--- config.mk ---
export PLATFORM = sky130hd
export DESIGN_NAME = modrm_encode
export DESIGN_NICKNAME = d
export VERILOG_FILES = /design/src/rtl/modrm_encode.sv
export SDC_FILE = /design/constraint.sdc
export NUM_CORES = 1
export LEC_CHECK = 0
export ABC_AREA = 1
export CAP_MARGIN = 25
export CORE_MARGIN = 4
export CORE_UTILIZATION = 47
export CTS_CLUSTER_SIZE = 12
export DETAILED_ROUTE_END_ITERATION = 6
export PLACE_DENSITY = 0.87
export SLEW_MARGIN = 25
export SYNTH_ARGS = -nofsm -noshare
export SYNTH_HDL_FRONTEND = slang
export SYNTH_SLANG_ARGS = --single-unit
export TNS_END_PERCENT = 100
--- constraint.sdc ---
create_clock -name clk -period 1.95 [get_ports clk]
set_input_delay 0.39 -clock clk [delete_from_list [all_inputs] [get_ports clk]]
set_output_delay 0.39 -clock clk [all_outputs]
set_load 0.05 [all_outputs]
--- src/rtl/modrm_encode.sv ---
// modrm_encode
//   Writes an 8086 ModRM byte, then 0, 1 or 2 little-endian displacement
//   bytes, into a byte FIFO write port. It chooses the shortest legal form:
//   mod 00 first, then disp8, then disp16. It is the writer-side partner of
//   the ModRM decoder that pops the same byte stream.
//
// Parameters
//   FORCE_DISP16  1: never emit disp8. Any non-zero or BP-only displacement
//                 uses mod 10.
//
// Ports
//   clk, reset     clock and synchronous active-high reset
//   start          one-cycle request; operands are captured when it is
//                  accepted (IDLE only)
//   regnum         ModRM reg field
//   rm_is_reg      1: register operand (mod 11, rm = rm_regnum)
//   rm_regnum      rm field for register operands
//   base_sel       0 none, 1 BX, 2 BP, 3 none
//   index_sel      0 none, 1 SI, 2 DI, 3 none
//   displacement   displacement, or the direct address when base and index
//                  are both none
//   busy           high in every non-IDLE state
//   complete       high in the cycle the final byte is pushed
//   num_bytes      length of the current encoding (1..3), held until the
//                  next accepted start
//   fifo_wr_en     push strobe
//   fifo_wr_data   byte being pushed
//   fifo_full      the FIFO cannot accept a push this cycle
//   state          debug view of the FSM state
//
// Handshake: a byte moves in any cycle where fifo_wr_en is high, and
// fifo_wr_en = busy & ~fifo_full. The FSM advances only on such a push.
// While fifo_full is high, the state and fifo_wr_data are held.
module modrm_encode #(
  parameter bit FORCE_DISP16 = 1'b0
) (
  input  logic        clk,
  input  logic        reset,
  input  logic        start,
  input  logic [2:0]  regnum,
  input  logic        rm_is_reg,
  input  logic [2:0]  rm_regnum,
  input  logic [1:0]  base_sel,
  input  logic [1:0]  index_sel,
  input  logic [15:0] displacement,
  output logic        busy,
  output logic        complete,
  output logic [1:0]  num_bytes,
  output logic        fifo_wr_en,
  output logic [7:0]  fifo_wr_data,
  input  logic        fifo_full,
  output logic [1:0]  state
);

  localparam logic [1:0] IDLE    = 2'd0;
  localparam logic [1:0] MODRM   = 2'd1;
  localparam logic [1:0] DISP_LO = 2'd2;
  localparam logic [1:0] DISP_HI = 2'd3;

  logic [7:0]  modrm_q;
  logic [15:0] disp_q;

  // Encoding of the operands presented on the inputs this cycle.
  logic        has_bx, has_bp, has_si, has_di;
  logic        bp_only, direct, disp_zero, disp_fits8;
  logic [1:0]  enc_mod;
  logic [2:0]  enc_rm;
  logic [1:0]  enc_len;

  always_comb begin
    has_bx     = (base_sel == 2'd1);
    has_bp     = (base_sel == 2'd2);
    has_si     = (index_sel == 2'd1);
    has_di     = (index_sel == 2'd2);
    bp_only    = has_bp & ~has_si & ~has_di;
    direct     = ~has_bx & ~has_bp & ~has_si & ~has_di;
    disp_zero  = (displacement == 16'h0000);
    // disp8 is sign-extended by the decoder, so bits 15..7 must agree.
    disp_fits8 = (&displacement[15:7]) | ~(|displacement[15:7]);

    enc_rm = 3'b110;
    case ({has_bx, has_bp, has_si, has_di})
      4'b1010: enc_rm = 3'b000;
      4'b1001: enc_rm = 3'b001;
      4'b0110: enc_rm = 3'b010;
      4'b0101: enc_rm = 3'b011;
      4'b0010: enc_rm = 3'b100;
      4'b0001: enc_rm = 3'b101;
      4'b0100: enc_rm = 3'b110;
      4'b1000: enc_rm = 3'b111;
      default: enc_rm = 3'b110;  // direct address
    endcase

    enc_mod = 2'b10;
    enc_len = 2'd3;
    if (rm_is_reg) begin
      enc_mod = 2'b11;
      enc_rm  = rm_regnum;
      enc_len = 2'd1;
    end else if (direct) begin
      enc_mod = 2'b00;
      enc_len = 2'd3;
    end else if (disp_zero && !bp_only) begin
      enc_mod = 2'b00;
      enc_len = 2'd1;
    end else if (!FORCE_DISP16 && disp_fits8) begin
      // This also covers BP-only with zero displacement (mod 01, disp8 0).
      enc_mod = 2'b01;
      enc_len = 2'd2;
    end else begin
      enc_mod = 2'b10;
      enc_len = 2'd3;
    end
  end

  assign busy       = (state != IDLE);
  assign fifo_wr_en = busy & ~fifo_full;

  logic last_byte;
  always_comb begin
    last_byte    = 1'b0;
    fifo_wr_data = 8'h00;
    case (state)
      MODRM: begin
        fifo_wr_data = modrm_q;
        last_byte    = (num_bytes == 2'd1);
      end
      DISP_LO: begin
        fifo_wr_data = disp_q[7:0];
        last_byte    = (num_bytes == 2'd2);
      end
      DISP_HI: begin
        fifo_wr_data = disp_q[15:8];
        last_byte    = 1'b1;
      end
      default: begin
        fifo_wr_data = 8'h00;
        last_byte    = 1'b0;
      end
    endcase
  end

  assign complete = fifo_wr_en & last_byte;

  always_ff @(posedge clk) begin
    if (reset) begin
      state     <= IDLE;
      num_bytes <= 2'd0;
      modrm_q   <= 8'h00;
      disp_q    <= 16'h0000;
    end else if (state == IDLE) begin
      if (start) begin
        state     <= MODRM;
        num_bytes <= enc_len;
        modrm_q   <= {enc_mod, regnum, enc_rm};
        disp_q    <= displacement;
      end
    end else if (fifo_wr_en) begin
      if (last_byte) begin
        state <= IDLE;
      end else if (state == MODRM) begin
        state <= DISP_LO;
      end else begin
        state <= DISP_HI;
      end
    end
  end

endmodule
# --- Yosys cells after proc, flatten, opt, wreduce, memory -nomap -nowiden ---
# Memories as Yosys holds them, arrays and structs flattened.
# Cells that the tools add are included.
op_classes:
  add_sub_neg: 0
  multipliers: 0
  n_div: 0
  order_cmp: 0
  eq_ne: 10
  shift: 0
  n_mux: 16
  bitwise: 14
  n_reduce_logical: 10
ops:
  columns: ["operator", "count"]
  rows:
  - ["8-bit case mux with 3 select lines", 1]
  - ["2-bit 2-to-1 mux", 11]
  - ["16-bit zero test", 1]
  - ["2-bit == test (second input constant)", 5]
  - ["9-bit AND reduction", 1]
  - ["9-bit OR reduction", 1]
  - ["2-bit by 1-bit == test with 1-bit output (second input constant)", 4]
  - ["1-bit bitwise AND", 7]
  - ["1-bit NOT", 6]
  - ["2-bit AND reduction", 2]
  - ["2-bit nonzero test", 2]
  - ["3-bit 2-to-1 mux", 1]
  - ["1-bit case mux with 3 select lines", 1]
  - ["2-bit zero test", 1]
  - ["1-bit 2-to-1 mux", 2]
  - ["2-bit inequality test (second input constant)", 1]
  - ["1-bit logical AND", 1]
  - ["1-bit zero test", 1]
  - ["1-bit bitwise OR", 1]
word_totals:
  reg_bits: 28
  latchBits: 0
  mem_bits_rw: 0
  rom_bits: 48
  n_memories: 1
memory_table:
  columns: ["memory", "depth", "width", "read_ports", "rd_clocked_by_memory_dff", "write_ports", "line_no", "text"]
  rows:
  - ["(name not given)", 16, 3, 1, 0, 0, "82", "case ({has_bx, has_bp, has_si, has_di})"]

# --- Logic depth before layout (Yosys ltp) ---
# Gate-level depths: netlist (run 1).
logic_depth:
  word_depth: 9
  ltp_mapped: 10
  depth_no_buf: 10

# --- Worst setup path after synthesis (run 1) ---
# Ideal clock, no wire load.
synth_path:
  path_type: "flip-flop to output port"
  from: "register state[0]"
  to: "output port complete"
  arrival_ps: 2709
  setup_slack_ps: -1149
  path_stages_with_launch: 6
  n_path_buf: 0
  cell_sequence: "dfxtp_1 inv_1 ha_1 nor2_1 inv_1 nor2_1"
synth_via:
  elab_chain_len: 3
  word_cells_on_any_way: 7
  cone_classes: "3 x eq/ne; 1 x mux; 2 x bitwise; 1 x reduce/logical"
synth_lines:
  columns: ["element", "line_no", "text"]
  rows:
  - ["from (decl)", "52", "output logic [1:0] state"]
  - ["from (signal assigned)", "147", "state <= IDLE;"]
  - ["from (signal assigned)", "153", "state <= MODRM;"]
  - ["from (signal assigned)", "160", "state <= IDLE;"]
  - ["2-bit nonzero test", "116", "assign busy = (state != IDLE);"]
  - ["1-bit bitwise AND", "117", "assign fifo_wr_en = busy & ~fifo_full;"]
  - ["named net fifo_wr_en", "49", "output logic fifo_wr_en,"]
  - ["1-bit bitwise AND", "143", "assign complete = fifo_wr_en & last_byte;"]
  - ["to (decl)", "47", "output logic complete,"]
# The timed path passes the listed nets, and every way through them passes these cells.

# --- Final worst setup path (run 1) ---
layout_path:
  from: "register state[1]"
  to: "output port fifo_wr_data[7]"
layout_via:
  elab_chain_len: 2
  word_cells_on_any_way: 4
  cone_classes: "3 x eq/ne; 1 x mux"
layout_lines:
  columns: ["element", "line_no", "text"]
  rows:
  - ["2-bit == test / 2-bit by 1-bit == test with 1-bit output (equally long branches)", "123", "case (state)"]
  - ["8-bit case mux with 3 select lines (*)", "123", null]
  - ["to (decl)", "50", "output logic [7:0] fifo_wr_data,"]
# Every way passes the cells marked *; elsewhere a longest branch is shown, timed or not.

==> metrics.cfg, run 1 <==
[run_status]
status=finished with violations
violations=setup timing

[power_and_ir_drop]
leakagePower_nw=1.03
p_per_area_nw_per_um2=707
ir_drop_mv=0.286

[cells_and_area]
syn2layout_area_growth_pct=50.2
fillers=243
drive_gt1_share_pct=21.3
fin_util_pct=75.0
mostFrequentLayoutCell=nor2_1
final_cell_mix=nor2_1, nand2_1, clkdlybuf4s50_1
diodes=0
fin_nets=327

[setup_path]
crit_top_cell=nand2_1
path_class=reg2out
crit_family=flip-flops
slowest_stage=dfxtp_4
cp.arrival_ns=1.59
slowest_delay_ns=0.42
required_ns=1.56
worst_setup_path_end_kind=output pin
worst-path-buf-inv=3
crit_path_max_fanout=8
cp-start-kind=flip-flop
path_cells=clkinvlp_4 > ha_4 > nand2_1 > nand3_1 > nand2_1 > inv_2 > buf_12

[floorplanning]
core_um2=3100
chipWidth_um=65.4
die-area_um2=4280
chipHeight_um=65.4
io_pins=46
start_util_pct=49.9
num_rows=20

[synth]
ys_warn_count=0
synth-adder-area-share_pct=6.46
ys_seq_elements=28
syn_area_um2=1550
syn_avg_cell_area_um2=6.54
synth_compound_area_share_pct=13.7
yosys-top-cells-area=dfxtp_1, nor2_1, nand2_1
synthCells=237
synth_fp_nets=276
synth_top_family_by_area=simple AND/OR/NAND/NOR gates
yosysSeqAreaShare_pct=36.2
synth-simple-area-share_pct=34.2
yosysTopAreaCell=dfxtp_1
yosys-mux-area-fraction_pct=0
synth_cell_types=26
synth_top_area_share_pct=36.2
synth_xor_area_share_pct=0.565

[timing]
period_share_pct=101
setup_viol=5
drv_slew=0
rsz0062_at_grt=true
timing.final.ws_setup_ns=-0.0270
post-route-min-period_ns=1.98
slew_headroom_pct=66.0
max_freq_ghz=0.506
hold_viol=0
fin_skew_ns=0.00607
tightest_slew_ns=0.510

[route]
vias_per_cell=5.05
avgRoutedWirePerCell_um=13.3
dr.pass1.iters=4
vias=1667
final_antenna_net_count=0
routed_wl_um=4390
dr.first_iter.drc_count=108
drcViolationCount=0

[global_routing]
first_global_vias=1587
track_usage_pct=20.4
overflow=0
antenna_found_initial=0
grt_pass1_wl_um=6960
grt_max_degree=26

[clocking]
clockBufferDepth=2
cts_htree_levels=1
numCtsBuffers=3
clkLatencyLatePin_ns=0.33
clkSinkCount=28
root_buffer=clkbuf_4
cts_tree=done
cts_hold_buf=0
clk_pin_slew_ns=0.14

[flow_run]
maxCapViolations=0

[place]
preCtsSetupSlack_ns=0.125
hpwl_um=3190
gp_congestion=0.809
place.port_buffers=45

[min_path]
hold_class=reg2reg

==> worst register-to-register path, cell delays in order (launching register included) <==
cell and delay (ns):
dfxtp_4 0.42, clkinvlp_4 0.16, ha_4 0.22, buf_4 0.13
nand2_2 0.10, inv_2 0.13, buf_12 0.17, nor2_1 0.11
nor2_1 0.06
==> metrics by stage <==
step | hold WS (ns) | total power, mW | cell area, µm² | setup TNS [ns] | std cells
3_3_place_gp | 0.452 | 1.31 | 2180 | 0 | 321
5_1_grt | 0.528 | 1.73 | 2330 | -0.715 | 330
2_1_floorplan | 0.440 | 1.06 | 1570 | -0.0883 | 237
6_report | 0.500 | 1.65 | 2330 | -0.0647 | 330
4_1_cts | 0.486 | 1.57 | 2240 | 0 | 325
3_5_place_dp | 0.465 | 1.33 | 2180 | 0 | 321
==> registers in the layout (all words and copies together), names as in the netlist <==
signal and flops:
disp_q 16, num_bytes 2, modrm_q 8, state 2
==> logic make-up after synthesis <==
kind of cell,Yosys count
XOR/XNOR,1
AO/OA/AOI/OAI,40
AND/OR/NAND/NOR,125
adder cells (fa/ha/maj),8
buffers and inverters,35
flip-flops,28
==> what timing repair did <==
| item | 4_1_cts | 5_1_grt |
|---|---|---|
| gates cloned | 0 | 0 |
| setup endpoints to repair | 9 | 11 |
| gates resized for setup | 11 | 17 |
| pin swaps | 2 | 6 |
| buffers inserted | 1 | 5 |
==> path summary, 6_finish.rpt <==
path                                start  slack (ns)               to  cells after the start
worst max-delay path             state[1]       -0.03  fifo_wr_data[7]                      7
worst min-delay path            disp_q[7]        0.50        disp_q[7]                      2
worst max register to register   state[1]        0.36        disp_q[8]                      8
worst min register to register  disp_q[7]        0.50        disp_q[7]                      2
==> cells in the mapped netlist <==
master    count
o31ai_1       1
o21ai_1       8
o211ai_1      2
nand2_1      44
or2_1         1
clkbuf_1      5
nand3_2       1
inv_2         3
nor2_1       53
nor3_1        1
nand2_2       4
o21ai_0      19
or2_4         1
nand4_1       1
nand3_1      16
nor2_2        2
a21oi_2       1
buf_2         3
buf_4         1
nor2_4        1
clkinv_1      1
inv_1        22
a21oi_1       9
xor2_1        1
ha_1          8
dfxtp_1      28
==> cell type report <==
cell class	count	area [µm²]	share of cell area (%)
clock buffers	3	22.5	0.968
flip-flops and latches	28	568	24.4
multi-input cells	174	917	39.4
well taps	44	55.1	2.37
inverters	26	109	4.68
repair buffers	55	656	28.2
==> metal layers <==
layer	vias to the layer above	part of all wire [%]	track usage [%]
met2	65	49	35.0
li1	845	-	-
met5	-	0	0
met4	0	2.8	7.51
met3	13	6.7	3.25
met1	744	41	25.5
==> power breakdown <==
part | total [mW] | switching (mW) | internal [mW]
registers | 0.708 | 0.0575 | 0.650
clock network | 0.240 | 0.167 | 0.0728
logic | 0.699 | 0.390 | 0.309
Power figures use the tool's default switching activity.
==> inputs of run 2 (changes only) <==
Settings changed: SKIP_CTS_REPAIR_TIMING set to 1, SLEW_MARGIN 25 to 15.
==> run 2 against run 1 <==
The run still ends with setup timing left. Clock power fell by 4%. Global-route usage fell by 0.74 points. Largest cell class unchanged. Core utilization fell by 1.5 points. Critical path type unchanged. First-iteration DRC count fell by 6.5%. Clock-buffer cell count did not move. Critical path depth rose by 1. Wire length fell by 5.0%. Cell count fell by 1.2%. Combinational power fell by 4.6%. Via count fell by 1.6%. Worst setup slack got worse by 0.015 ns.
==> metrics.cfg, run 2 (synthesis results as in run 1) <==
[floorplanning]
chipHeight_um=65.4
start_util_pct=49.9
chipWidth_um=65.4
die-area_um2=4280
core_um2=3100
io_pins=46
num_rows=20

[timing]
timing.final.ws_setup_ns=-0.0424
rsz0062_at_grt=true
slew_headroom_pct=66.3
period_share_pct=102
hold_viol=0
post-route-min-period_ns=1.99
fin_skew_ns=0.00577
max_freq_ghz=0.502
tightest_slew_ns=0.505
drv_slew=0
whs_ns=0.496
setup_viol=2
setup_tns_ns=-0.0458

[route]
final_antenna_net_count=0
dr.pass1.iters=4
dr.first_iter.drc_count=101
vias_per_cell=5.03
vias=1640
routed_wl_um=4170
avgRoutedWirePerCell_um=12.8
drcViolationCount=0

[place]
hpwl_um=3190
place.port_buffers=45
gp_congestion=0.809
place_inst=321

[clocking]
root_buffer=clkbuf_4
clockBufferDepth=2
clk_pin_slew_ns=0.14
numCtsBuffers=3
cts_tree=done
clkSinkCount=28
clkLatencyLatePin_ns=0.32
cts_htree_levels=1

[cells_and_area]
fillers=258
diodes=0
multi_input_area_um2=912
syn2layout_area_growth_pct=47.2
reg_top3=disp_q: 16 flops, modrm_q: 8 flops
final_cell_mix=nor2_1, nand2_1, clkdlybuf4s50_1
drive_gt1_share_pct=16.7
largest_reg_flops=16
mostFrequentLayoutCell=nor2_1
seqCellArea_um2=568
stdcell_count=326
fin_nets=323
top_register=disp_q

[global_routing]
grt_pass1_wl_um=6710
antenna_found_initial=0
first_global_vias=1570
grt_max_degree=26
overflow=0
track_usage_pct=19.6

[power_and_ir_drop]
ir_drop_mv=0.275
leakagePower_nw=1.02
p_per_area_nw_per_um2=701

[setup_path]
worst_setup_path_end_kind=output pin
crit_path_max_fanout=5
required_ns=1.56
cp-start-kind=flip-flop
cp.arrival_ns=1.60
path_class=reg2out

[run_status]
status=finished with violations
violations=setup timing

[min_path]
hold_class=reg2reg

[flow_run]
maxCapViolations=0

==> run 2: changes by cell type in the layout (fill, tap and decap cells not counted), sizes merged <==
cell	delta
buf	-4
inv	+2
clkinv	-1
clkinvlp	-1
==> run 2: final cells by class <==
type                    count  area share [%]
clock buffers               3           0.988
well taps                  44            2.41
inverters                  26            4.39
repair buffers             51            27.3
multi-input cells         174            40.0
flip-flops and latches     28            24.9
==> run 2: path summary, 6_finish.rpt <==
check        startpoint         end  slack [ns]  depth (start not counted)
max            state[0]    complete       -0.04                          8
max reg2reg    state[1]   disp_q[4]        0.47                          7
min reg2reg  modrm_q[0]  modrm_q[0]        0.50                          2
min          modrm_q[0]  modrm_q[0]        0.50                          2
==> run 2: power breakdown <==
group          total (mW)  internal (mW)  switching [mW]
Combinational       0.667          0.290           0.377
Sequential          0.701          0.650          0.0512
Clock               0.230         0.0723           0.158
Total                1.60           1.01           0.586
==> run 2: metrics by stage <==
step           cell area (µm²)  total power, mW  util (%)  setup WS (ns)
3_5_place_dp              2180             1.33      70.2          0.125
5_1_grt                   2280             1.69      73.5         -0.114
4_1_cts                   2200             1.55      71.0         -0.156
2_1_floorplan             1570             1.06         -        -0.0883
3_3_place_gp              2180             1.31      70.2          0.201
6_report                  2280             1.60      73.5        -0.0424
==> run 2: metal layers <==
metal  track usage, %  share of wire [%]  vias up
li1                 -                  -      837
met1             24.1                 42      731
met2             34.0                 49       64
met3             2.91                6.9        8
met4             8.29                1.5        0
met5                0                  0        -
==> run 2: critical path: stages (launching register included) <==
cell and delay (ns):
dfxtp_4 0.39, inv_2 0.12, ha_4 0.17, inv_2 0.03
nand2_1 0.08, o21ai_2 0.06, a21oi_2 0.22, nor2_4 0.06
buf_12 0.15
==> inputs of run 3 (changes only) <==
Settings changed: CORE_UTILIZATION 47 to 57, DONT_BUFFER_PORTS set to 1, PLACE_DENSITY 0.87 to 0.71.
==> run 3 against run 2 <==
The flow still finishes with violations (setup timing). Sequential cell count did not move. Sequential power barely moved. First-iteration DRC count fell by 18%. Die area fell by 15%. Maximum frequency fell by 2.2%. Combinational power fell by 17%. Largest cell class unchanged. Largest power group unchanged.
==> metrics.cfg, run 3 (synthesis results as in run 1) <==
[floorplanning]
chipWidth_um=60.1
die-area_um2=3620
num_rows=18
io_pins=46
core_um2=2540
start_util_pct=60.9
chipHeight_um=60.1

[setup_path]
cp-startpoint=state[0]
slowest_delay_ns=0.40
worst-path-buf-inv=2
slowest_stage=dfxtp_2
crit_path_max_fanout=4
r2r_setup_slack_ns=0.32
critical_path_depth=7
crit_family=flip-flops
path_cells=inv_2 > ha_4 > inv_2 > nand2_2 > o21ai_4 > a21oi_4 > nor2_4
path_class=reg2out
worstReg2RegStart=state[1]
crit_top_cell=inv_2
endpoint=complete
reg2regPathDepth=7
required_ns=1.56
cp-start-kind=flip-flop
worst_setup_path_end_kind=output pin
r2r-end=disp_q[5]
cp.arrival_ns=1.65

[timing]
max_freq_ghz=0.491
rsz0062_at_grt=true
fin_skew_ns=0.00577
hold_viol=0
setup_tns_ns=-0.318
tightest_slew_ns=0.369
timing.final.ws_setup_ns=-0.0863
period_share_pct=104
setup_viol=9
drv_slew=0
post-route-min-period_ns=2.04
slew_headroom_pct=75.3

[run_status]
violations=setup timing
status=finished with violations

[cells_and_area]
top_register=disp_q
fillers=211
fin_nets=292
drive_gt1_share_pct=20.2
reg_top3=disp_q: 16 flops, modrm_q: 8 flops
diodes=0
stdcell_count=282
largest_reg_flops=16
seqCellArea_um2=563
mostFrequentLayoutCell=nor2_1
syn2layout_area_growth_pct=22.8
multi_input_area_um2=915
final_cell_mix=nor2_1, nand2_1, dfxtp_1

[global_routing]
first_global_vias=1521
track_usage_pct=23.0
overflow=0
antenna_found_initial=0
grt_pass1_wl_um=6400
grt_max_degree=26

[route]
routed_wl_um=4000
dr.pass1.iters=4
avgRoutedWirePerCell_um=14.2
final_antenna_net_count=0
drcViolationCount=0
vias_per_cell=5.56
dr.first_iter.drc_count=83
vias=1569

[clocking]
cts_htree_levels=1
clk_pin_slew_ns=0.15
root_buffer=clkbuf_4
clockBufferDepth=2
cts_tree=done
clkLatencyLatePin_ns=0.33
numCtsBuffers=3
clkSinkCount=28

[place]
place.port_buffers=0
preCtsSetupSlack_ns=0.209
hpwl_um=2920
place_inst=275
gp_congestion=0.799

[power_and_ir_drop]
p_per_area_nw_per_um2=812
ir_drop_mv=0.611
fin_total_pwr_mw=1.54
leakagePower_nw=0.864

[flow_run]
maxCapViolations=0

[min_path]
hold_class=in2reg

==> run 3: worst min path at each step <==
stage,start,end,depth (start not counted)
after CTS,reset,modrm_q[0],1
final,reset,modrm_q[0],1
after global routing,reset,num_bytes[1],1
after global placement,reset,modrm_q[0],1
after floorplan,modrm_q[0],modrm_q[0],2
after detailed placement,modrm_q[0],modrm_q[0],2
==> run 3: power breakdown <==
| group | internal [mW] | switching, mW |
|---|---|---|
| Combinational | 0.197 | 0.355 |
| Clock | 0.114 | 0.178 |
| Sequential | 0.649 | 0.0514 |
| Total | 0.961 | 0.584 |
==> run 3: layout make-up <==
class,count,area share (%)
Multi-Input combinational cell,174,48.1
Inverter,26,5.26
Timing Repair Buffer,20,13.2
Sequential cell,28,29.6
Clock buffer,4,1.91
Tap cell,30,1.97
==> run 3: through the flow <==
| step | utilization, % | hold slack, ns | area (µm²) |
|---|---|---|---|
| 2_1_floorplan | - | 0.440 | 1570 |
| 3_3_place_gp | 70.4 | 0.460 | 1790 |
| 3_5_place_dp | 70.4 | 0.457 | 1790 |
| 4_1_cts | 71.8 | 0.105 | 1830 |
| 5_1_grt | 74.7 | 0.0938 | 1900 |
| 6_report | 74.7 | 0.103 | 1900 |
==> run 3: layer usage <==
| metal | track usage [%] | vias up | wire [µm] |
|---|---|---|---|
| met5 | 0 | - | 0 |
| met4 | 8.54 | 0 | 53 |
| met3 | 4.32 | 10 | 321 |
| met2 | 38.6 | 70 | 1900 |
| met1 | 28.9 | 712 | 1720 |
| li1 | - | 777 | - |
